**config.mk**
```make
export PLATFORM = sky130hd
export DESIGN_NAME = sync_fifo_param
export DESIGN_NICKNAME = d
export VERILOG_FILES = /design/src/rtl/sync_fifo_param.sv
export SDC_FILE = /design/constraint.sdc
export NUM_CORES = 1
export LEC_CHECK = 0
export ABC_AREA = 1
export BUFFER_PORTS_ARGS = -buffer_cell sky130_fd_sc_hd__buf_2
export CAP_MARGIN = 10
export CORE_MARGIN = 4
export CORE_UTILIZATION = 35
export CTS_CLUSTER_DIAMETER = 150
export DETAILED_ROUTE_END_ITERATION = 8
export GPL_TIMING_DRIVEN = 0
export PLACE_DENSITY = 0.49
export SLEW_MARGIN = 10
export SYNTH_ARGS = -nofsm -noshare
export SYNTH_HDL_FRONTEND = slang
export SYNTH_SLANG_ARGS = --single-unit
```
**constraint.sdc**
```tcl
create_clock -name clk -period 3.48 [get_ports clk]
set_input_delay 0.348 -clock clk [delete_from_list [all_inputs] [get_ports clk]]
set_output_delay 0.348 -clock clk [all_outputs]
set_load 0.005 [all_outputs]
```
**src/rtl/sync_fifo_param.sv**
```systemverilog
`default_nettype none
// ============================================================================
// Module   : sync_fifo_param
// Purpose  : Parametrised single-clock FIFO. Width and depth are configurable,
//            the read port is either registered or first-word-fall-through,
//            the almost-full/almost-empty thresholds are programmable at
//            runtime, occupancy is reported, and the contents can be cleared
//            with a synchronous flush.
// Ports    : clk          rising-edge clock
//            rst_n        asynchronous active-low reset
//            flush        synchronous clear of pointers and count
//            wr_en/data_in    write request and write data
//            rd_en/data_out   read request and read data
//            af_thresh    almost-full threshold (0 disables almostfull)
//            ae_thresh    almost-empty threshold
//            count        occupancy, 0..DEPTH
//            full/empty/almostfull/almostempty   status flags (from count)
//            wr_ack/overflow/underflow           one-cycle result strobes
// Revision : 1.0 - initial release
// ============================================================================
module sync_fifo_param #(
    parameter int DATA_WIDTH = 16,
    parameter int DEPTH      = 8,
    parameter int FWFT       = 0,
    parameter int AW         = $clog2(DEPTH)
) (
    input  logic                  clk,
    input  logic                  rst_n,
    input  logic                  flush,
    input  logic                  wr_en,
    input  logic [DATA_WIDTH-1:0] data_in,
    input  logic                  rd_en,
    output logic [DATA_WIDTH-1:0] data_out,
    input  logic [AW:0]           af_thresh,
    input  logic [AW:0]           ae_thresh,
    output logic [AW:0]           count,
    output logic                  full,
    output logic                  empty,
    output logic                  almostfull,
    output logic                  almostempty,
    output logic                  wr_ack,
    output logic                  overflow,
    output logic                  underflow
);

    localparam logic [AW:0] c_depth = DEPTH[AW:0];

    logic [DATA_WIDTH-1:0] r_mem [DEPTH];
    logic [AW-1:0]         r_wr_ptr;
    logic [AW-1:0]         r_rd_ptr;
    logic [AW:0]           r_count;
    logic                  r_wr_ack;
    logic                  r_overflow;
    logic                  r_underflow;

    logic w_full;
    logic w_empty;
    logic w_wr_req;
    logic w_rd_req;
    logic w_rd_acc;
    logic w_wr_acc;

    // Flags are derived from the occupancy counter only, never from the
    // pointers, so wrap-around needs no extra pointer bit.
    assign w_full  = (r_count == c_depth);
    assign w_empty = (r_count == '0);

    // Flush suppresses both requests, which also keeps all strobes low.
    assign w_wr_req = wr_en && !flush;
    assign w_rd_req = rd_en && !flush;

    // A read only succeeds on real data; a full FIFO still takes a write when
    // a read frees the slot in the same cycle.
    assign w_rd_acc = w_rd_req && !w_empty;
    assign w_wr_acc = w_wr_req && (!w_full || w_rd_acc);

    // Storage is deliberately left unreset.
    always_ff @(posedge clk) begin
        if (w_wr_acc) begin
            r_mem[r_wr_ptr] <= data_in;
        end
    end

    always_ff @(posedge clk or negedge rst_n) begin
        if (!rst_n) begin
            r_wr_ptr    <= '0;
            r_rd_ptr    <= '0;
            r_count     <= '0;
            r_wr_ack    <= 1'b0;
            r_overflow  <= 1'b0;
            r_underflow <= 1'b0;
        end else begin
            r_wr_ack    <= w_wr_acc;
            r_overflow  <= w_wr_req && !w_wr_acc;
            r_underflow <= w_rd_req && !w_rd_acc;
            if (flush) begin
                r_wr_ptr <= '0;
                r_rd_ptr <= '0;
                r_count  <= '0;
            end else begin
                // Pointers are AW bits wide and DEPTH is a power of two, so
                // the natural overflow of the increment is the wrap.
                if (w_wr_acc) begin
                    r_wr_ptr <= r_wr_ptr + 1'b1;
                end
                if (w_rd_acc) begin
                    r_rd_ptr <= r_rd_ptr + 1'b1;
                end
                case ({w_wr_acc, w_rd_acc})
                    2'b10:   r_count <= r_count + 1'b1;
                    2'b01:   r_count <= r_count - 1'b1;
                    default: r_count <= r_count;
                endcase
            end
        end
    end

    generate
        if (FWFT != 0) begin : g_fwft
            // Head word is always presented; valid only while !empty.
            assign data_out = r_mem[r_rd_ptr];
        end else begin : g_registered
            logic [DATA_WIDTH-1:0] r_data_out;

            // Holds its value on idle cycles, rejected reads and flush.
            always_ff @(posedge clk or negedge rst_n) begin
                if (!rst_n) begin
                    r_data_out <= '0;
                end else if (w_rd_acc) begin
                    r_data_out <= r_mem[r_rd_ptr];
                end
            end

            assign data_out = r_data_out;
        end
    endgenerate

    assign count       = r_count;
    assign full        = w_full;
    assign empty       = w_empty;
    assign almostfull  = (af_thresh != '0) && (r_count >= af_thresh);
    assign almostempty = (r_count <= ae_thresh);
    assign wr_ack      = r_wr_ack;
    assign overflow    = r_overflow;
    assign underflow   = r_underflow;

endmodule
`default_nettype wire

```
==> summary.txt <==
Outcome
  – Status: finished clean

Global route
  – Largest net degree at the start of global routing: 30
  – Initial antenna violation count: 0
  – Vias in the first global route: 4238
  – Global-route wire length before repair: 24800 um
  – GRT Residual Overflow: 0
  – GRT Total Usage: 16.4%

STA
  – Final period util: 71.0%
  – Setup Skew: 0.00824 ns
  – Setup violations, final: 0
  – Max Fclk: 0.405 GHz
  – Final setup margin: 1.01 ns
  – Period minus WS final: 2.47 ns
  – RSZ-0062 raised after global routing: false
  – Final TNS setup: 0 ns
  – Final-report hold violation count: 0
  – Max-slew violation count: 0
  – Tightest Pin Transition: 0.887 ns
  – Rel. slew slack: 40.6%

Cells and area
  – Finished Cell Area: 7870 sq um
  – Final #Nets: 685
  – Area Growth Syn to Fin: 20.6%
  – Fin cells: 885
  – Ant. Diodes: 0
  – Layout cells sized above 1: 19.4%

Detailed routing
  – Post-route DRC: 0
  – Post-DRT Antenna Nets: 0
  – Starting DRT DRC Count: 313
  – Via/cell ratio: 4.97
  – DR vias: 4400
  – Post-DR wirelength/cell: 18.5 um
  – Pre-antenna DRT Iters: 5
  – DRT Wirelength: 16400 um

Worst setup path
  – Crit path kind: reg2reg
  – Crit-path max FO: 9
  – CP arrival: 2.61 ns
  – Critical path endpoint category: flip-flop
  – CP startpoint kind: flip-flop
  – Crit path required time: 3.61 ns

Synthesis
  – Number of synthesized register bits: 157
  – Top cell type by total area after synthesis: edfxtp_1
  – Post-synthesis average cell area: 11.7 sq um
  – Mapped Area: 6520 sq um
  – Net Count, Synth: 600
  – Yosys warnings: 0
  – EDFF count, synth: 128
  – Cells after synthesis: 558
  – Post-synth top cells: edfxtp_1, nor2_1, o21ai_0
  – Yosys top cell area share: 58.9%
  – Synth area leaders: edfxtp_1, dfrtp_1, nor2_1
  – Count leader, synth: edfxtp_1
  – Post-synth cell types: 28
  – Post-synthesis async set-or-reset flop share: 18.5%
  – Synth Flop Type: edfxtp_1
  – Sequential area share after synthesis: 70.1%

CTS
  – # hold bufs at CTS: 1
  – H-tree depth: 4
  – Root buf cell: clkbuf_16
  – Clock slew at reported path FFs: 0.06 ns
  – # Post-CTS Setup Buffers: 0
  – CTS Buffer Depth: 2
  – Worst skew pair latency: 0.42 ns
  – CTS tree: built
  – CTS sink cnt: 157
  – CTS Buf Count: 17
  – CTS resizes: 0

Place
  – I/O Buffers: 55
  – Hpwl dp: 11300 um
  – Post-Place Worst Slack: 0.927 ns
  – Cell Area, Placed: 7260 sq um
  – Placed instance count: 852
  – GP Congestion: 0.777

Flow run
  – Max_cap viols: 0

Floorplanning
  – Initial Utilization: 35.9%
  – I/O pin total: 56
  – FP Rows: 49
  – Core Area: 18100 sq um
  – DIE AREA: 20900 sq um
  – Die height: 145 um
  – Width of the die: 145 um

Pwr
  – Comb pwr share: 10.5%
  – Clock power share: 40.6%
  – Sequential power share: 48.9%
  – Internal: 3.44 mW
  – NetSw: 1.07 mW
  – Worst vdd ir: 304 uV
  – Sw Share: 23.7%
  – PwrDens: 572 nW/um^2
  – Leak: 3.13 nW

Worst hold path
  – HP Class: in2reg
==> sequential cells by signal, summed over array words and instances (netlist names) <==
name	cells
data_out	16
overflow	1
underflow	1
count	4
r_rd_ptr	3
wr_ack	1
r_wr_ptr	3
r_mem	128
==> cell families after synthesis <==
group / count (synthesis) / share of synthesized area [%]
and+or+nand+nor: 240 / 15.4
buffers and inverters: 54 / 3.64
DFF: 157 / 70.1
xor gates and xnor gates: 3 / 0.403
adders and majority gates: 13 / 2.61
AOI/OAI and AO/OA: 91 / 7.88
==> power by group through the flow <==
stage	logic (mW)	clock network, mW	registers [mW]
6_report	0.472	1.83	2.20
5_1_grt	0.536	1.95	2.21
4_1_cts	0.481	1.85	2.20
3_5_place_dp	0.478	0	2.24
3_3_place_gp	0.458	0	2.23
2_1_floorplan	0.229	0	2.25
==> worst max-delay path, stage by stage (launching register included) <==
cell and delay (ns):
dfrtp_1 0.49, nor2_1 0.12, nand3_2 0.10, inv_1 0.06, nand2_1 0.08, nand2_1 0.23, inv_2 0.16, nand2_1 0.16
nor2_2 0.55, buf_8 0.23
==> cell type report <==
class	instances	area (sq um)
multi-input combinational	347	1750
fill	1621	10300
inverter	28	105
sequential	157	4570
clock buffer	24	515
buffer	26	133
timing repair buffer	66	434
clock inverter	8	77.6
tap	229	287
==> placed cells by master, fill, tap and decap left out, types with 3 or more instances in the layout <==
cell type,n
nand2_1,63
clkbuf_16,20
nor3_2,4
a21oi_1,3
ha_1,12
buf_6,5
clkbuf_1,12
o211ai_1,16
dfrtp_1,29
inv_1,21
edfxtp_1,128
nor2_2,4
buf_2,70
clkinvlp_4,5
nor2_1,116
o21ai_0,68
nand3_1,46
inv_2,5
==> worst paths after layout <==
| kind | start | to | slack, ns | cells past startpoint |
|---|---|---|---|---|
| min reg2reg | data_out[10] | data_out[10] | 0.47 | 2 |
| min | flush | overflow | 0.18 | 2 |
| max reg2reg | count[1] | r_mem[2][11] | 1.01 | 9 |
| min in group asynchronous | rst_n | count[3] | 0.51 | 2 |
| max in group asynchronous | rst_n | data_out[13] | 2.52 | 2 |
| max | count[1] | r_mem[2][11] | 1.01 | 9 |
==> routing by layer <==
| layer | share of wire, % | up-vias | global-route usage [%] |
|---|---|---|---|
| li1 | - | 2131 | - |
| met1 | 46 | 2119 | 22.5 |
| met2 | 47 | 130 | 25.7 |
| met3 | 5.1 | 20 | 3.47 |
| met4 | 1.9 | 0 | 6.09 |
| met5 | 0 | - | 0 |
==> per-stage QoR <==
stage	hold slack, ns	power (mW)	util (%)
6_report	0.185	4.50	43.3
3_3_place_gp	0.405	2.69	39.0
3_5_place_dp	0.437	2.72	40.0
2_1_floorplan	0.0524	2.48	-
4_1_cts	0.164	4.53	43.3
5_1_grt	0.181	4.70	43.3
Note: power is estimated with default switching activity, not from simulation.
